--- src/rtl/inst_dispatch_ctrl.sv ---
// rtl/inst_dispatch_ctrl.sv - instruction decoder/dispatcher with per-channel load guards
module inst_dispatch_ctrl #(
  parameter int INST_LEN = 220,
  parameter int NUM_LD   = 3,
  parameter int CMP_LEN  = 200,
  parameter int LD_LEN   = 96,
  parameter int GUARD    = 2,
  parameter int CNT_LEN  = 32
) (
  input  logic                clk,
  input  logic                rst_n,
  input  logic [INST_LEN-1:0] inst,
  input  logic                inst_empty,
  output logic                inst_req,
  input  logic                cmp_ready,
  output logic                cmp_conf,
  output logic [CMP_LEN-1:0]  cmp_payload,
  input  logic [NUM_LD-1:0]   ld_idle,
  output logic [NUM_LD-1:0]   ld_conf,
  output logic [LD_LEN-1:0]   ld_payload,
  output logic [3:0]          ld_sel,
  output logic                err_illegal,
  output logic [CNT_LEN-1:0]  issue_cnt,
  output logic [CNT_LEN-1:0]  stall_cnt
);

  typedef enum logic [1:0] {S_IDLE, S_WAIT, S_ISSUE, S_HOLD} state_t;

  state_t                 state, state_nx;
  logic [INST_LEN-1:0]    inst_r;
  logic [NUM_LD-1:0][3:0] guard;
  logic [NUM_LD-1:0]      busy, dep, ld_hit;
  logic [3:0]             typ, ld_ch;
  logic                   is_cmp, is_ld, is_sync, can_issue;
  logic                   unused_inst;

  assign typ         = inst_r[3:0];
  assign ld_ch       = typ - 4'd1;
  assign dep         = inst_r[INST_LEN-1 -: NUM_LD];
  assign is_cmp      = (typ == 4'd0);
  assign is_sync     = (typ == 4'hF);
  assign is_ld       = !is_cmp && (typ <= 4'(NUM_LD));
  assign unused_inst = ^inst_r;

  always_comb begin
    busy   = '0;
    ld_hit = '0;
    for (int c = 0; c < NUM_LD; c++) begin
      busy[c]   = ~ld_idle[c] | (guard[c] != 4'd0);
      ld_hit[c] = is_ld && (ld_ch == 4'(c));
    end
  end

  // Loads only look at their own channel; compute waits on its dep mask; sync drains everything.
  always_comb begin
    can_issue = 1'b1;
    if (is_cmp)       can_issue = cmp_ready & ~|(dep & busy);
    else if (is_ld)   can_issue = ~|(ld_hit & busy);
    else if (is_sync) can_issue = cmp_ready & ~|busy;
  end

  always_comb begin
    state_nx = state;
    inst_req = 1'b0;
    cmp_conf = 1'b0;
    ld_conf  = '0;
    case (state)
      S_IDLE:  if (!inst_empty) state_nx = S_WAIT;
      S_WAIT:  if (can_issue) state_nx = S_ISSUE;
      S_ISSUE: begin
        inst_req = 1'b1;
        cmp_conf = is_cmp;
        ld_conf  = ld_hit;
        state_nx = S_HOLD;
      end
      S_HOLD:  state_nx = S_IDLE;
      default: state_nx = S_IDLE;
    endcase
  end

  always_ff @(posedge clk) begin
    if (!rst_n) begin
      state       <= S_IDLE;
      inst_r      <= '0;
      guard       <= '0;
      cmp_payload <= '0;
      ld_payload  <= '0;
      ld_sel      <= '0;
      err_illegal <= 1'b0;
      issue_cnt   <= '0;
      stall_cnt   <= '0;
    end else begin
      state <= state_nx;
      if (state == S_IDLE && !inst_empty) inst_r <= inst;
      // Payloads land on the WAIT->ISSUE edge so they are valid alongside the conf pulse.
      if (state == S_WAIT) begin
        if (can_issue) begin
          if (is_cmp) cmp_payload <= inst_r[4 +: CMP_LEN];
          if (is_ld) begin
            ld_payload <= inst_r[4 +: LD_LEN];
            ld_sel     <= ld_ch;
          end
        end else if (~&stall_cnt) begin
          stall_cnt <= stall_cnt + CNT_LEN'(1);
        end
      end
      if (state == S_ISSUE) begin
        if (~&issue_cnt) issue_cnt <= issue_cnt + CNT_LEN'(1);
        if (!is_cmp && !is_ld && !is_sync) err_illegal <= 1'b1;
      end
      for (int c = 0; c < NUM_LD; c++) begin
        if (ld_conf[c])              guard[c] <= 4'(GUARD);
        else if (guard[c] != 4'd0)   guard[c] <= guard[c] - 4'd1;
      end
    end
  end

endmodule

--- config.mk ---
export PLATFORM = sky130hd
export DESIGN_NAME = inst_dispatch_ctrl
export DESIGN_NICKNAME = d
export VERILOG_FILES = /design/src/rtl/inst_dispatch_ctrl.sv
export SDC_FILE = /design/constraint.sdc
export NUM_CORES = 1
export LEC_CHECK = 0
export CORE_MARGIN = 4
export CORE_UTILIZATION = 33
export CTS_BUF_LIST = sky130_fd_sc_hd__clkbuf_2 sky130_fd_sc_hd__clkbuf_4 sky130_fd_sc_hd__clkbuf_8
export DETAILED_ROUTE_END_ITERATION = 10
export PLACE_DENSITY_LB_ADDON = 0.05
export SYNTH_ARGS = -nofsm -noshare
export SYNTH_HDL_FRONTEND = slang
export SYNTH_SLANG_ARGS = --single-unit
export TNS_END_PERCENT = 1
--- constraint.sdc ---
create_clock -name clk -period 2.95 [get_ports clk]
set_clock_uncertainty 0.05 [all_clocks]
set_input_delay 0.7375 -clock clk [delete_from_list [all_inputs] [get_ports clk]]
set_output_delay 0.7375 -clock clk [all_outputs]
set_load 0.02 [all_outputs]
==> flow_metrics.tcl <==
set metrics [dict create \
    status "finished clean" \
    critPathKind "flop to output pin" \
    cts_buffers 101 \
    tightest_slew_ns 0.788 \
    die_y_um 262 \
    slew_headroom_pct 47.4 \
    cts.sinks 586 \
    seq_area_frac_synth_pct 55.0 \
    dieWidth_um 262 \
    synth_nets 2913 \
    layout.cells.non_filler 4164 \
    htree_levels 3 \
    grt_pass1_vias 19500 \
    drv_cap 0 \
    hold_viol 0 \
    grt_max_degree 81 \
    syn_inst 2675 \
    start_kind "flop" \
    nets 3471 \
    vias 20000 \
    rsz0062_at_grt "false" \
    worst_slack_ns 0.164 \
    grt_pass1_wl_um 114000 \
    fin_crit_sh_pct 94.4 \
    period_needed_ns 2.79 \
    synthArstFlopShare_pct 0 \
    cts_hold_buffers 0 \
    synth-seq-cells 586 \
    wl_um 75000 \
    fmax_ghz 0.359 \
    die_area_sq_mm 0.0688 \
    synth_edf_count 0 \
    dp_slack_ns -0.0475 \
    place_inst 3975 \
    drtIter0Drc 1160 \
    antenna_found_initial 16 \
    tritoncts "built" \
    clk_pin_slew_ns 0.06 \
    setup_violations 0 \
    fillCellCount 6206 \
    synthFlopType "dfxtp_1" \
    hold-worst-slack_ns 0.394 \
    clock_latency_ns 0.67 \
    layout-drive-gt1-share_pct 8.26 \
    ir_drop_mv 0.398 \
    routed_via_density 4.80 \
    ant_nets 0 \
    core_area_sq_mm 0.0635 \
    p_per_area_mw_per_mm2 688 \
    io_pins 597 \
    worstPathRequired_ns 2.16 \
    cts_root_buffer "clkbuf_8" \
    wire_per_inst_um 18.0 \
    synth_area_sq_mm 0.0213 \
    critical_path_arrival_ns 2.00 \
    port_buffers 583 \
    postSynthAreaPerCell_sq_um 7.98 \
    synthDistinctLibCells 53 \
    gp_congestion 0.803 \
    gr-usage-all-layers_pct 20.7 \
    ctsLongestPathBuffers 3 \
    path_max_fanout 4 \
    drc 0 \
    synthToLayoutAreaGrowth_pct 43.6 \
    hold_class "flop to flop" \
    crit_path_end_kind "output pin" \
    ys_warn_count 0 \
    num_rows 92 \
    slew_violations 0 \
    power.leakage_nw 10.6 \
    grt.overflow.total 0 \
    dr.pass1.iters 5 \
    hpwl_um 52000 \
    initial_core_util_pct 33.6 \
]
[cell usage after synthesis (6+ instances only)]
cell	number	area, sq um
nand2_1	959	3600
dfxtp_1	586	11700
a21oi_1	436	2180
clkbuf_1	171	642
nand3_1	116	581
o21ai_0	90	450
nor2_1	50	188
o21ai_1	26	130
nor3_1	17	85.1
o31ai_1	16	120
xor2_1	16	140
or3_1	15	93.8
inv_1	14	52.6
xnor2_1	14	123
and3_1	13	81.3
or4_1	12	90.1
buf_2	11	55.1
ha_1	11	138
nand4_1	10	62.6
and2_1	9	56.3
mux2i_1	9	90.1
nand2b_1	7	43.8
nor4_1	6	37.5
[routing by layer]
metal | vias up | track usage [%] | routed length [um]
li1 | 9980 | - | -
met5 | - | 0 | 67
met2 | 550 | 34.8 | 35900
met4 | 10 | 8.38 | 2910
met1 | 9299 | 24.3 | 30500
met3 | 159 | 7.07 | 5690
[power breakdown]
group / switching (mW) / leakage (nW) / internal [mW]
Sequential: 0.432 / 4.75 / 8.61
Combinational: 2.64 / 4.75 / 1.63
Clock: 3.29 / 1.14 / 4.48
Total: 6.36 / 10.6 / 14.7
[worst max-delay path: stages, from the launching register on]
cell	delay, ns
dfxtp_2	0.32
inv_2	0.10
ha_2	0.22
buf_4	0.14
and3_1	0.16
dlygate4sd2_1	0.40
[area by class of cell]
type / count / area, sq um / share of cell area [%]
Antenna cell: 11 / 27.5 / 0.0898
Clock buffer: 165 / 2060 / 6.74
Clock inverter: 12 / 98.8 / 0.322
Inverter: 16 / 67.6 / 0.220
Multi-Input combinational cell: 1878 / 8780 / 28.7
Sequential cell: 586 / 11700 / 38.3
Tap cell: 846 / 1060 / 3.45
Timing Repair Buffer: 650 / 6820 / 22.2
[path summary, 6_finish.rpt]
path / cells after the start / startpoint / slack [ns] / endpoint
worst max-delay path: 5 / inst_r[1] / 0.16 / cmp_conf
worst min-delay path: 2 / ld_payload[86] / 0.39 / ld_payload[86]
worst max register to register: 9 / stall_cnt[17] / 0.20 / stall_cnt[1]
worst min register to register: 2 / ld_payload[86] / 0.39 / ld_payload[86]
[sequential cells by signal, indices dropped and copies added, names as in the netlist]
signal	flops
issue_cnt	32
inst_r	207
ld_payload	96
cmp_payload	200
state	2
stall_cnt	32
ld_sel	4
guard	12
err_illegal	1
[repair_timing]
| item | in CTS | in global routing |
|---|---|---|
| gates cloned | 0 | 0 |
| gates resized for setup | 20 | 5 |
| setup endpoints to repair | 5 | 3 |
| pin swaps | 2 | 2 |
| buffers inserted | 1 | 0 |
[cell families after synthesis]
group | count (synthesis) | synth area share, %
xor gates and xnor gates | 30 | 1.23
and+or+nand+nor | 1233 | 24.0
adders and majority gates | 11 | 0.645
muxes | 9 | 0.422
AOI/OAI and AO/OA | 595 | 14.6
DFF | 586 | 55.0
buffers and inverters | 211 | 4.06
[stage by stage]
stage / setup TNS [ns] / util, % / total power, mW / cell area, sq um
2_1_floorplan: 0 / - / 11.5 / 21300
3_3_place_gp: -0.140 / 44.8 / 13.5 / 28400
3_5_place_dp: -0.907 / 44.8 / 13.6 / 28400
4_1_cts: -0.149 / 48.2 / 21.4 / 30600
5_1_grt: 0 / 48.2 / 22.2 / 30600
6_report: 0 / 48.2 / 21.1 / 30700
[layout by cell type, fill, tap and decap left out, types with 3 or more instances in the layout]
master	netlist	final
a21oi_1	436	436
a31oi_1	4	4
nor4_1	6	6
clkbuf_8	0	132
xnor2_1	14	14
mux2i_1	9	9
diode_2	0	11
dfxtp_1	586	584
ha_1	11	10
nand2b_1	7	6
or4_1	12	12
o21ai_0	90	90
o21a_1	3	3
nand3_1	116	116
and4_1	5	5
or3_1	15	15
nor2_1	50	50
nand2_1	959	955
a211oi_1	3	3
nor3_1	17	17
nand3b_1	4	4
clkbuf_4	0	33
clkdlybuf4s50_1	0	577
inv_1	14	13
o31ai_1	16	16
buf_4	3	31
buf_12	1	39
o21ai_1	26	26
xor2_1	16	16
and3_1	13	13
and2_1	9	7
clkinvlp_4	0	4
nand2_2	1	4
a21boi_0	4	4
nand4_1	10	10
clkinv_2	0	6
Note: power is estimated with default switching activity, not from simulation.
